$ cat config.mk
export PLATFORM = sky130hd
export DESIGN_NAME = bram_dual_arbiter
export DESIGN_NICKNAME = d
export VERILOG_FILES = /design/src/rtl/bram_dual_arbiter.sv
export SDC_FILE = /design/constraint.sdc
export NUM_CORES = 1
export LEC_CHECK = 0
export ABC_AREA = 1
export BUFFER_PORTS_ARGS = -buffer_cell sky130_fd_sc_hd__buf_2
export CAP_MARGIN = 20
export CORE_ASPECT_RATIO = 2
export CORE_MARGIN = 5
export CORE_UTILIZATION = 44
export DETAILED_ROUTE_END_ITERATION = 16
export PLACE_DENSITY = 0.73
export SYNTH_ARGS = -nofsm -noshare
export SYNTH_HDL_FRONTEND = slang
export SYNTH_SLANG_ARGS = --single-unit
$ cat constraint.sdc
create_clock -name CLK -period 5.2 [get_ports CLK]
set_input_delay 0.52 -clock CLK [delete_from_list [all_inputs] [get_ports CLK]]
set_output_delay 0.52 -clock CLK [all_outputs]
set_load 0.05 [all_outputs]
$ cat src/rtl/bram_dual_arbiter.sv
// Round-robin arbiter sharing a true dual-port BRAM between NUM_REQ requesters; reads return 1 cycle after acceptance
// (2 with BRAM_DUAL_ARBITER_RSP_REG_EN). Backpressure: REQ_READY is a same-cycle grant; port-B reads stall while responses are queued.
module bram_dual_arbiter #(
    parameter int  ADDR_WIDTH = 10,
    parameter int  DATA_WIDTH = 32,
    parameter int  NUM_REQ    = 4,
    localparam int BE_WIDTH   = DATA_WIDTH / 8
) (
    input  logic                           CLK,
    input  logic                           RST_N,
    input  logic [NUM_REQ-1:0]             REQ_VALID,
    output logic [NUM_REQ-1:0]             REQ_READY,
    input  logic [NUM_REQ-1:0]             REQ_WE,
    input  logic [NUM_REQ*ADDR_WIDTH-1:0]  REQ_ADDR,
    input  logic [NUM_REQ*BE_WIDTH-1:0]    REQ_BE,
    input  logic [NUM_REQ*DATA_WIDTH-1:0]  REQ_DATA,
    output logic [NUM_REQ-1:0]             RSP_VALID,
    output logic [DATA_WIDTH-1:0]          RSP_DATA,
    output logic [ADDR_WIDTH-1:0]          ADDR_A,
    output logic [DATA_WIDTH-1:0]          DI_A,
    output logic                           WE_A,
    output logic [BE_WIDTH-1:0]            BE_A,
    output logic [ADDR_WIDTH-1:0]          ADDR_B,
    output logic [DATA_WIDTH-1:0]          DI_B,
    output logic                           WE_B,
    output logic [BE_WIDTH-1:0]            BE_B,
    input  logic [DATA_WIDTH-1:0]          DO_A,
    input  logic [DATA_WIDTH-1:0]          DO_B
);

    localparam int ID_W = (NUM_REQ > 1) ? $clog2(NUM_REQ) : 1;

    logic [ADDR_WIDTH-1:0] req_addr [NUM_REQ];
    logic [BE_WIDTH-1:0]   req_be   [NUM_REQ];
    logic [DATA_WIDTH-1:0] req_dat  [NUM_REQ];

    always_comb begin
        for (int i = 0; i < NUM_REQ; i++) begin
            req_addr[i] = REQ_ADDR[i*ADDR_WIDTH +: ADDR_WIDTH];
            req_be[i]   = REQ_BE[i*BE_WIDTH +: BE_WIDTH];
            req_dat[i]  = REQ_DATA[i*DATA_WIDTH +: DATA_WIDTH];
        end
    end

    // State
    logic [ID_W-1:0]       ptr_q, ptr_d;
    logic                  rd_a_vld_q, rd_a_vld_d;
    logic [ID_W-1:0]       rd_a_id_q, rd_a_id_d;
    logic                  rd_b_vld_q, rd_b_vld_d;
    logic [ID_W-1:0]       rd_b_id_q, rd_b_id_d;
    logic [1:0]            pend_cnt_q, pend_cnt_d;
    logic [ID_W-1:0]       pend_id_q  [2];
    logic [ID_W-1:0]       pend_id_d  [2];
    logic [DATA_WIDTH-1:0] pend_dat_q [2];
    logic [DATA_WIDTH-1:0] pend_dat_d [2];

    // Arbitration
    logic            a_fnd, b_fnd;
    logic [ID_W-1:0] a_id, b_id, cand;
    logic            b_rd_block;
    logic            a_gnt, b_gnt;

    // A queued response means port B may only take writes this cycle.
    assign b_rd_block = (pend_cnt_q != 2'd0);

    always_comb begin
        a_fnd = 1'b0;
        b_fnd = 1'b0;
        a_id  = '0;
        b_id  = '0;
        cand  = '0;
        for (int k = 0; k < NUM_REQ; k++) begin
            cand = ID_W'((int'(ptr_q) + k) % NUM_REQ);
            if (!a_fnd) begin
                if (REQ_VALID[cand]) begin
                    a_fnd = 1'b1;
                    a_id  = cand;
                end
            end else if (!b_fnd && REQ_VALID[cand]) begin
                if (!((req_addr[cand] == req_addr[a_id]) && (REQ_WE[cand] || REQ_WE[a_id])) &&
                    !(b_rd_block && !REQ_WE[cand])) begin
                    b_fnd = 1'b1;
                    b_id  = cand;
                end
            end
        end
    end

    assign a_gnt = a_fnd & RST_N;
    assign b_gnt = b_fnd & RST_N;

    always_comb begin
        REQ_READY = '0;
        if (a_gnt) REQ_READY = REQ_READY | (NUM_REQ'(1) << a_id);
        if (b_gnt) REQ_READY = REQ_READY | (NUM_REQ'(1) << b_id);
    end

    always_comb begin
        ADDR_A = '0;
        DI_A   = '0;
        WE_A   = 1'b0;
        BE_A   = '0;
        ADDR_B = '0;
        DI_B   = '0;
        WE_B   = 1'b0;
        BE_B   = '0;
        if (a_gnt) begin
            ADDR_A = req_addr[a_id];
            DI_A   = req_dat[a_id];
            WE_A   = REQ_WE[a_id];
            BE_A   = req_be[a_id];
        end
        if (b_gnt) begin
            ADDR_B = req_addr[b_id];
            DI_B   = req_dat[b_id];
            WE_B   = REQ_WE[b_id];
            BE_B   = req_be[b_id];
        end
    end

    always_comb begin
        ptr_d      = ptr_q;
        rd_a_vld_d = a_fnd & ~REQ_WE[a_id];
        rd_a_id_d  = a_id;
        rd_b_vld_d = b_fnd & ~REQ_WE[b_id];
        rd_b_id_d  = b_id;
        if (a_fnd) begin
            ptr_d = (a_id == ID_W'(NUM_REQ - 1)) ? '0 : a_id + 1'b1;
        end
    end

    // Response ordering: queued entries first, then this cycle's port-A and port-B read data.
    logic [ID_W-1:0]       lst_id  [4];
    logic [DATA_WIDTH-1:0] lst_dat [4];
    int                    lst_n;
    logic                  out_vld;
    logic [ID_W-1:0]       out_id;
    logic [DATA_WIDTH-1:0] out_dat;

    always_comb begin
        lst_n = 0;
        for (int j = 0; j < 4; j++) begin
            lst_id[j]  = '0;
            lst_dat[j] = '0;
        end
        for (int j = 0; j < 2; j++) begin
            if (j < int'(pend_cnt_q)) begin
                lst_id[lst_n]  = pend_id_q[j];
                lst_dat[lst_n] = pend_dat_q[j];
                lst_n          = lst_n + 1;
            end
        end
        if (rd_a_vld_q) begin
            lst_id[lst_n]  = rd_a_id_q;
            lst_dat[lst_n] = DO_A;
            lst_n          = lst_n + 1;
        end
        if (rd_b_vld_q) begin
            lst_id[lst_n]  = rd_b_id_q;
            lst_dat[lst_n] = DO_B;
            lst_n          = lst_n + 1;
        end
        out_vld       = (lst_n > 0);
        out_id        = lst_id[0];
        out_dat       = out_vld ? lst_dat[0] : '0;
        pend_id_d[0]  = lst_id[1];
        pend_id_d[1]  = lst_id[2];
        pend_dat_d[0] = lst_dat[1];
        pend_dat_d[1] = lst_dat[2];
        if (lst_n >= 3)      pend_cnt_d = 2'd2;
        else if (lst_n == 2) pend_cnt_d = 2'd1;
        else                 pend_cnt_d = 2'd0;
    end

    always_ff @(posedge CLK or negedge RST_N) begin
        if (!RST_N) begin
            ptr_q      <= '0;
            rd_a_vld_q <= 1'b0;
            rd_a_id_q  <= '0;
            rd_b_vld_q <= 1'b0;
            rd_b_id_q  <= '0;
            pend_cnt_q <= 2'd0;
            for (int j = 0; j < 2; j++) begin
                pend_id_q[j]  <= '0;
                pend_dat_q[j] <= '0;
            end
        end else begin
            ptr_q      <= ptr_d;
            rd_a_vld_q <= rd_a_vld_d;
            rd_a_id_q  <= rd_a_id_d;
            rd_b_vld_q <= rd_b_vld_d;
            rd_b_id_q  <= rd_b_id_d;
            pend_cnt_q <= pend_cnt_d;
            for (int j = 0; j < 2; j++) begin
                pend_id_q[j]  <= pend_id_d[j];
                pend_dat_q[j] <= pend_dat_d[j];
            end
        end
    end

    logic [NUM_REQ-1:0] rsp_vld_d;
    assign rsp_vld_d = out_vld ? (NUM_REQ'(1) << out_id) : '0;

`ifdef BRAM_DUAL_ARBITER_RSP_REG_EN
    logic [NUM_REQ-1:0]    rsp_vld_q;
    logic [DATA_WIDTH-1:0] rsp_dat_q;

    always_ff @(posedge CLK or negedge RST_N) begin
        if (!RST_N) begin
            rsp_vld_q <= '0;
            rsp_dat_q <= '0;
        end else begin
            rsp_vld_q <= rsp_vld_d;
            rsp_dat_q <= out_dat;
        end
    end

    assign RSP_VALID = rsp_vld_q;
    assign RSP_DATA  = rsp_dat_q;
`else
    assign RSP_VALID = rsp_vld_d;
    assign RSP_DATA  = out_dat;
`endif

endmodule

==> impl_metrics.py <==
metrics = {
    "logic_synthesis": {
        "ys_warn_count": 0,
        "yosys_register_bits": 78,
        "ys.flop_type": "dfrtp_1",
        "syn_area_mm2": 0.0104,
        "synth_area_leaders": "dfrtp_1, nand2_1, a21oi_1, o21ai_0, inv_1",
        "synth_area_leader_cell": "dfrtp_1",
        "syn_inst": 1852,
        "yosysTopAreaCellShare_pct": 18.8,
        "seq_area_frac_synth_pct": 18.8,
        "postSynthNetCount": 2118,
        "avgSynthCellArea_um2": 5.59,
        "async_flop_share_pct": 100,
        "synth_cell_types": 42,
        "synth-edff-count": 0,
    },
    "critical_path": {
        "crit_buf_inv": 6,
        "slowest_delay_ns": 0.48,
        "crit_required_ns": 4.68,
        "cpMostUsedCell": "nand2_1",
        "arrival_ns": 4.44,
        "start_kind": "flop",
        "crit_fanout": 41,
        "crit_family": "simple AND/OR/NAND/NOR gates",
        "crit_path_top_delay_cell": "dfrtp_2",
        "critPathCaptureType": "output pin",
        "crit_type": "reg2out",
    },
    "sta": {
        "clock_skew_ns": 0.00549,
        "max_freq_ghz": 0.202,
        "finalHoldViolCount": 0,
        "finalWorstSetupSlack_ns": 0.239,
        "slew_headroom_pct": 47.1,
        "slew_violations": 0,
        "finalSetupViolCount": 0,
        "worst_pin_slew_ns": 0.791,
        "finalCritPeriodShare_pct": 95.4,
        "fin_crit_ns": 4.96,
    },
    "routing": {
        "drc_errors": 0,
        "vias": 14470,
        "highest_layer": "met4",
        "vias_per_cell": 5.87,
        "post_drt_wl_per_cell_um": 19.4,
        "drt-met1-wl_um": 16700,
        "antenna_left": 0,
        "wl_met3_um": 3680,
        "first_pass_iters": 6,
        "wl_um": 47800,
        "drt-initial-drc-count": 1551,
        "wl_met2_um": 24200,
    },
    "placement": {
        "place_congestion": 1.09,
        "port_buffers": 391,
        "dp_slack_ns": 0.431,
        "hpwl_um": 36200,
        "placedCellCount": 2436,
    },
    "cells_and_area": {
        "finalNetCount": 2444,
        "syn2layout_area_growth_pct": 27.9,
        "drive_above_1_share_pct": 24.4,
        "nFillCells": 2409,
        "finalNonFillerCells": 2467,
    },
    "grt": {
        "first_global_vias": 13598,
        "grt_usage_pct": 32.7,
        "grt_pass1_wl_um": 71900,
        "overflow": 0,
        "antenna_found_initial": 2,
        "grt_max_degree": 84,
    },
    "clock_network": {
        "numCtsBuffers": 9,
        "clk_path_buf_depth": 2,
        "clk_pin_slew_ns": 0.06,
        "clk_latency_ns": 0.35,
        "ctsHoldBuffers": 0,
        "cts.sinks": 78,
        "cts_tree": "built",
        "cts_root_buf": "clkbuf_16",
        "htreeDepth": 3,
    },
    "run": {
        "drv_cap": 0,
    },
    "die": {
        "core_mm2": 0.0232,
        "rows": 79,
        "die_area_mm2": 0.0269,
        "io_pins": 392,
        "die_x_um": 119,
        "start_util_pct": 44.6,
        "dieHeight_um": 227,
    },
    "run_status": {
        "status": "finished, final reports clean",
    },
    "min_path": {
        "min_path_type": "in2async",
    },
}
## cells in the final DEF (no fill, tap or decap), types with 43 or more instances in the layout
cell	instances
a21oi_1	215
buf_4	52
dfrtp_1	77
o21ai_0	176
o211ai_1	43
nand3_1	169
nand2_1	461
nor2_1	94
inv_1	232
buf_2	365
o22ai_1	56
## path summary, 6_finish.rpt
path,depth (start not counted),slack [ns],from,endpoint
worst max-delay path,28,0.24,ptr_q[0],DI_B[15]
worst min-delay path,2,0.19,RST_N,pend_id_q[0]
worst max register to register,25,1.51,ptr_q[0],rd_b_vld_q
worst min register to register,2,0.52,pend_dat_q[24],pend_dat_q[56]
max in group asynchronous,3,4.41,RST_N,pend_dat_q[9]
min in group CLK,3,0.44,DO_B[0],pend_dat_q[32]
## repair_timing
action	CTS	global route
setup endpoints to repair	0	50
setup buffers	0	10
resized for setup	0	39
## area by class of cell
cell class	count	area (um^2)	area share (%)
flip-flops and latches	78	1950	14.7
multi-input cells	1390	6960	52.5
diodes	2	5.00	0.0378
clock buffers	12	246	1.86
inverters	244	936	7.06
clock inverters	3	21.3	0.161
repair buffers	455	2780	20.9
well taps	283	354	2.67
## kinds of logic (layout without fill, tap and decap cells)
kind of cell	after synthesis	after routing	synth area share (%)
AOI/OAI and AO/OA	570	570	31.4
xor gates and xnor gates	4	4	0.338
buffers and inverters	385	714	14.9
DFF	78	78	18.8
other	0	2	0
adders and majority gates	8	8	0.966
and+or+nand+nor	807	808	33.5
## metrics by stage
stage / hold slack (ns) / TNS, ns / util (%) / area (um^2)
after CTS: 0.428 / 0 / 55.7 / 12900
final: 0.188 / 0 / 57.0 / 13200
after global routing: 0.195 / -1.21 / 57.0 / 13200
after floorplan: 0.224 / 0 / - / 10400
after detailed placement: 0.511 / 0 / 54.6 / 12700
after global placement: 0.500 / 0 / 54.6 / 12700
## metal layers
metal | up-vias | global-route usage (%)
li1 | 6854 | -
met1 | 6590 | 35.2
met2 | 832 | 60.0
met3 | 194 | 4.75
met4 | 0 | 20.1
met5 | - | 0
## flip-flops by register name, summed over array words and instances (netlist names)
name,flops
pend_dat_q,64
ptr_q,2
rd_b_id_q,2
rd_a_id_q,2
rd_a_vld_q,1
pend_id_q,4
rd_b_vld_q,1
pend_cnt_q,2
## Yosys cell counts (23+ instances only)
library cell	instances
nor2_1	97
dfrtp_1	78
a221oi_1	35
o22ai_1	57
nand3_1	169
clkbuf_1	85
or2_2	23
buf_2	39
inv_1	236
a21oi_1	215
nand2_1	465
o211ai_1	43
o21ai_0	180
Power is left out: the tool's default activity adds up to more than one toggle a clock period on the data nets, which glitch-free logic cannot reach.
